===== config.mk =====
export PLATFORM = sky130hd
export DESIGN_NAME = plan_eval
export DESIGN_NICKNAME = d
export VERILOG_FILES = /design/src/rtl/subscription_checker_pkg.sv /design/src/rtl/subscription_checker_plan_eval.sv
export SDC_FILE = /design/constraint.sdc
export NUM_CORES = 1
export LEC_CHECK = 0
export ABC_AREA = 1
export CELL_PAD_IN_SITES_DETAIL_PLACEMENT = 1
export CELL_PAD_IN_SITES_GLOBAL_PLACEMENT = 1
export CORE_MARGIN = 2
export CORE_UTILIZATION = 30
export DETAILED_ROUTE_END_ITERATION = 10
export GPL_TIMING_DRIVEN = 0
export PLACE_DENSITY = 0.86
export SLEW_MARGIN = 20
export SYNTH_ARGS = -nofsm -noshare
export SYNTH_HDL_FRONTEND = slang
export SYNTH_SLANG_ARGS = --single-unit

===== constraint.sdc =====
create_clock -name vclk -period 4.5
set_input_delay 0.9 -clock vclk [all_inputs]
set_output_delay 0.9 -clock vclk [all_outputs]
set_load 0.02 [all_outputs]

===== src/rtl/subscription_checker_pkg.sv =====
// Shared widths and the plan record used by the subscription checker and its
// per-plan evaluator.
package subscription_pkg;

  localparam int NUM_PLANS = 5;
  localparam int VAL_W     = 6;
  localparam int WGT_W     = 3;
  localparam int SCORE_W   = 10;

  typedef struct packed {
    logic [VAL_W-1:0] cost;
    logic [VAL_W-1:0] talk;
    logic [VAL_W-1:0] data;
  } plan_t;

endpackage


===== src/rtl/subscription_checker_plan_eval.sv =====
// Combinational evaluator for one plan: affordability/coverage check and the
// weighted preference score.
module plan_eval
  import subscription_pkg::*;
(
  input  plan_t              plan,
  input  logic [VAL_W-1:0]   budjet,
  input  logic [VAL_W-1:0]   avgtalk,
  input  logic [VAL_W-1:0]   avgdata,
  input  logic [WGT_W-1:0]   r1,
  input  logic [WGT_W-1:0]   r2,
  output logic               eligible,
  output logic [SCORE_W-1:0] score
);

  logic [8:0] talk_prod;
  logic [8:0] data_prod;

  // Eligibility and score; products widened so the sum never truncates (max 882).
  always_comb begin
    eligible  = (plan.cost <= budjet) && (plan.talk >= avgtalk) && (plan.data >= avgdata);
    talk_prod = {6'd0, r1} * {3'd0, plan.talk};
    data_prod = {6'd0, r2} * {3'd0, plan.data};
    score     = {1'b0, talk_prod} + {1'b0, data_prod};
  end

endmodule


==> flow_summary.toml, run 1 <==
[outcome]
status = "finished, violations left"
violations = "negative setup slack"

[floorplan]
dieArea_um2 = 6060
rows = 26
start_util_pct = 31.6
fp.dieW_um = 77.8
ios = 53
core_um2 = 5170
die_h_um = 77.8

[placement]
routabilityCongestion = 0.759
dp_hpwl_um = 3870
portBuffers = 53

[timing]
rsz0062_at_grt = "true"
tightestPinTransition_ns = 0.233
fmax_mhz = 211
setup_ws_ns = -0.238
maxSlewHeadroom_pct = 84.4
finalSetupTns_ns = -0.966
period_minus_slack_ns = 4.74
hold_viol = 0
fin_crit_sh_pct = 105
holdWs_ns = 2.63
slew_viol_final = 0
setup_viol = 6

[global_route]
use_met2_pct = 30.8
grt.overflow.total = 0
grtUsageMet1_pct = 16.9
grt_usage_pct = 14.9
busiest_layer = "met2"
use_met3_pct = 1.28
antenna_found_initial = 0
grt_pass1_wl_um = 7510
grt_max_degree = 7
first_global_vias = 1807

[run]
drv_cap = 0

[setup_path]
slowest_delay_ns = 0.60
end_kind = "output port"
arrival_ns = 3.84
critPathSlowestCell = "fa_1"
crit_family = "adder cells"
crit_type = "input pin to output port"
path_cells = "clkbuf_4 -> nand2_2 -> fa_1 -> fa_1 -> fa_1 -> inv_1 -> ha_2 -> inv_2 -> fa_2 -> inv_2 -> nand3_4 -> nand2_4 -> nand2_2 -> nand2_1 -> nand2_1 -> nand2_2 -> buf_6"
path_max_fanout = 6
worstSetupStartpointType = "input pin"
crit_buf_inv = 5
cp.required_ns = 3.60

[synth]
syn_area_um2 = 1640
synth_area_leaders = "fa_1 (26%), ha_1 (24%), inv_1 (23%), nand2_1 (18%), a21oi_1 (2.4%)"
synth_warnings = 0
syn_nets = 354
synthDistinctLibCells = 13
syn_inst = 259
synth_top_area_share_pct = 25.7
ys_seq_area_share_pct = 0
yosys.area.top_type = "fa_1"
syn_area_per_cell_um2 = 6.31

[route]
avgRoutedWirePerCell_um = 11.6
finalWirelength_um = 4510
drt_iter0_markers = 33
drc = 0
drtPass1Iterations = 4
via_count = 1675
post_drt_via_cell_ratio = 4.29
antenna_left = 0

[power_and_ir_drop]
leakage_uw = 0.00154
powerDensity_nw_per_um2 = 272
ir_drop_uv = 226

[cells_and_area]
fin_nets = 417
synthToLayoutAreaGrowth_pct = 47.7
clkbuf_count = 0
drive_gt1_share_pct = 18.8
seq_cell_count = 0
diodes = 0
seq_area_um2 = 0

[min_path]
hp-class = "input pin to output port"

[clock_network]
holdBufCountCts = 0
==> per-stage QoR <==
| step | cell area [µm²] | utilization, % | total power (µW) | std cells | worst slack, ns |
|---|---|---|---|---|---|
| after global routing | 2410 | 46.7 | 728 | 390 | -0.395 |
| after floorplan | 1650 | - | 340 | 259 | 0.0286 |
| after detailed placement | 2270 | 43.9 | 553 | 382 | -1.36 |
| final | 2410 | 46.7 | 658 | 390 | -0.238 |
| after CTS | 2370 | 45.9 | 638 | 389 | -0.288 |
| after global placement | 2270 | 43.9 | 528 | 382 | -1.25 |
==> power breakdown <==
group          internal [µW]  switching [µW]
Combinational            312             346
Sequential                 0               0
Clock                      0               0
==> cell type report <==
class | count | area, µm²
fillers | 671 | 2760
multi-input cells | 159 | 1370
repair buffers | 61 | 581
inverters | 100 | 375
well taps | 70 | 87.6
==> timing repair <==
action / 4_1_cts / 5_1_grt
setup endpoints to repair: 8 / 7
gates resized for setup: 140 / 14
pin swaps: 26 / 12
setup buffers: 7 / 2
hold endpoints to repair: 0 / 0
==> metal layers <==
layer	vias up	share of wire (%)
met3	4	3.4
li1	851	-
met5	-	0
met2	32	55
met4	0	0.67
met1	788	41
==> cells in the mapped netlist (all sizes together) <==
library cell,count
nand3,5
inv,100
nand2,81
a21oi,8
ha,32
nor2,6
nor3,1
xor2,2
nand4,1
xnor2,1
fa,21
nand3b,1
==> tightest hold or removal path, cell delays in order <==
cell	delay [ns]
buf_2	0.13
nand2_1	0.06
inv_1	0.07
fa_1	0.18
ha_1	0.15
a21oi_1	0.04
nand3_1	0.09
buf_6	0.12
==> kinds of logic (layout without fill, tap and decap cells) <==
group           count (synthesis)  in the layout  share of synthesized area [%]
buf+inv                       100            161                           23.0
simple gates                   95             95                           22.8
compound gates                  8              8                           2.45
fa+ha+maj                      53             53                           50.2
xor+xnor                        3              3                           1.61
==> cells in the final DEF, fill, tap and decap left out, types with 2 or more instances in the layout <==
cell and count:
a21oi_1 5, a21oi_2 3, buf_2 7, buf_4 10
buf_6 8, buf_8 2, clkdlybuf4s15_2 3, clkdlybuf4s50_1 27
fa_1 20, ha_1 28, ha_4 3, inv_1 92
inv_2 8, nand2_1 72, nand2_2 7, nand2_4 2
nand3_1 4, nor2_1 6
==> path summary, 6_finish.rpt <==
| kind | startpoint | endpoint | slack, ns | depth (start not counted) |
|---|---|---|---|---|
| hold / removal | plan[5] | score[9] | 2.63 | 8 |
| setup / recovery | r2[2] | score[8] | -0.24 | 17 |
No activity file was read; power rests on OpenSTA's default activity.
==> inputs of run 2 (changes only) <==
SETUP_SLACK_MARGIN = 0.4   (was not set)
SKIP_LAST_GASP = 1   (was not set)
==> flow_summary.toml, run 2 (synthesized netlist as in run 1, its figures left out) <==
[floorplan]
start_util_pct = 31.6
ios = 53
rows = 26
core_um2 = 5170
die_h_um = 77.8
dieArea_um2 = 6060
fp.dieW_um = 77.8

[timing]
fin_crit_sh_pct = 105
hold_viol = 0
rsz0062_at_grt = "true"
setup_ws_ns = -0.235
tightestPinTransition_ns = 0.232
maxSlewHeadroom_pct = 84.5
period_minus_slack_ns = 4.74
setup_viol = 6
slew_viol_final = 0
finalSetupTns_ns = -0.882
fmax_mhz = 211

[power_and_ir_drop]
p_seq_share_pct = 0
powerDensity_nw_per_um2 = 275
power.switching_uw = 352
p_comb_share_pct = 100.0
clockPowerShare_pct = 0
leakage_uw = 0.00155
ir_drop_uv = 284
switching_share_pct = 52.5
p_int_uw = 319
power_uw = 671

[min_path]
worstHoldPathCells = 7
hp-class = "input pin to output port"
min-delay-start = "r1[0]"
hold_path_end = "score[2]"

[placement]
portBuffers = 53
dp_hpwl_um = 3760
post_dp_cell_area_um2 = 2310
place_inst = 382
routabilityCongestion = 0.833

[route]
avgRoutedWirePerCell_um = 11.5
drt_iter0_markers = 29
finalWirelength_um = 4470
antenna_left = 0
via_count = 1675
drtPass1Iterations = 4
post_drt_via_cell_ratio = 4.31
drc = 0

[global_route]
grt_usage_pct = 15.3
grt_pass1_wl_um = 7690
first_global_vias = 1838
grt_max_degree = 7
grt.overflow.total = 0
antenna_found_initial = 0

[outcome]
status = "finished, violations left"
violations = "negative setup slack"

[setup_path]
critPathSlowestCell = "fa_1"
path_max_fanout = 4
end_kind = "output port"
arrival_ns = 3.84
slowest_delay_ns = 0.55
crit_top_cell = "inv_2"
worstSetupStartpointType = "input pin"
crit_type = "input pin to output port"
path_cells = "buf_8 -> nand2_4 -> inv_2 -> fa_1 -> inv_2 -> fa_1 -> fa_1 -> inv_2 -> ha_4 -> inv_2 -> fa_2 -> inv_2 -> nand3_2 -> nand2_4 -> nand2_4 -> nand2_2 -> nand2_2 -> nand2_2 -> buf_6"
cp.required_ns = 3.60

[cells_and_area]
final_cell_mix = "inv_1 (87), nand2_1 (67), ha_1 (28), clkdlybuf4s50_1 (27), fa_1 (20)"
clkbuf_count = 0
seq_area_um2 = 0
fin_area_um2 = 2440
mostFrequentLayoutCell = "inv_1"
seq_cell_count = 0
diodes = 0
nFillCells = 686
stdcell_count = 389
fin_nets = 416
drive_gt1_share_pct = 21.9
multiInputGateArea_um2 = 1410
synthToLayoutAreaGrowth_pct = 49.4

[clock_network]
holdBufCountCts = 0

[run]
drv_cap = 0
-- run 2: how the worst max path moves through the flow --
stage / depth (start not counted) / slack (ns) / start / to
after floorplan: 17 / 0.04 / r1[0] / score[8]
after global placement: 17 / -1.29 / r2[2] / score[8]
after detailed placement: 17 / -1.40 / r2[2] / score[8]
after CTS: 19 / -0.29 / r1[2] / score[8]
after global routing: 19 / -0.35 / plan[8] / score[8]
final: 19 / -0.24 / plan[8] / score[8]
-- run 2: layer usage --
metal  vias to the layer above  global-route usage (%)  part of all wire, %
met5                         -                       0                    0
met4                         0                    1.96                  2.6
met3                         8                   0.698                  4.3
met2                        47                    32.2                   53
met1                       775                    16.9                   40
li1                        845                       -                    -
-- run 2: layout make-up --
class / instances / share of cell area [%]
tap: 70 / 3.58
inverter: 100 / 15.4
timing repair buffer: 60 / 23.4
multi-input combinational: 159 / 57.7
-- run 2: timing repair --
action	in CTS	in global routing
endpoints found under the setup margin	8	8
pin swaps	18	18
buffers inserted	5	2
endpoints found under the hold margin	0	0
gates resized for setup	136	26
-- run 2: metrics by stage --
stage               worst slack [ns]  hold slack [ns]  util (%)
detailed placement             -1.40             3.18      44.6
CTS                           -0.289             2.61      45.7
finish                        -0.235             2.57      47.2
floorplan                     0.0390             2.08         -
global placement               -1.29             3.17      44.6
global route                  -0.355             2.63      47.2
-- run 2: power groups by stage --
stage / Sequential, µW / Clock [µW] / Combinational (µW)
4_1_cts: 0 / 0 / 614
5_1_grt: 0 / 0 / 741
2_1_floorplan: 0 / 0 / 358
6_report: 0 / 0 / 671
3_5_place_dp: 0 / 0 / 576
3_3_place_gp: 0 / 0 / 550
-- run 2: critical path, delay by kind of cell --
family                   cells  cell delay (ns)
adder cells (fa/ha/maj)      5             2.00
buffers and inverters        7             0.48
AND/OR/NAND/NOR              7             0.45
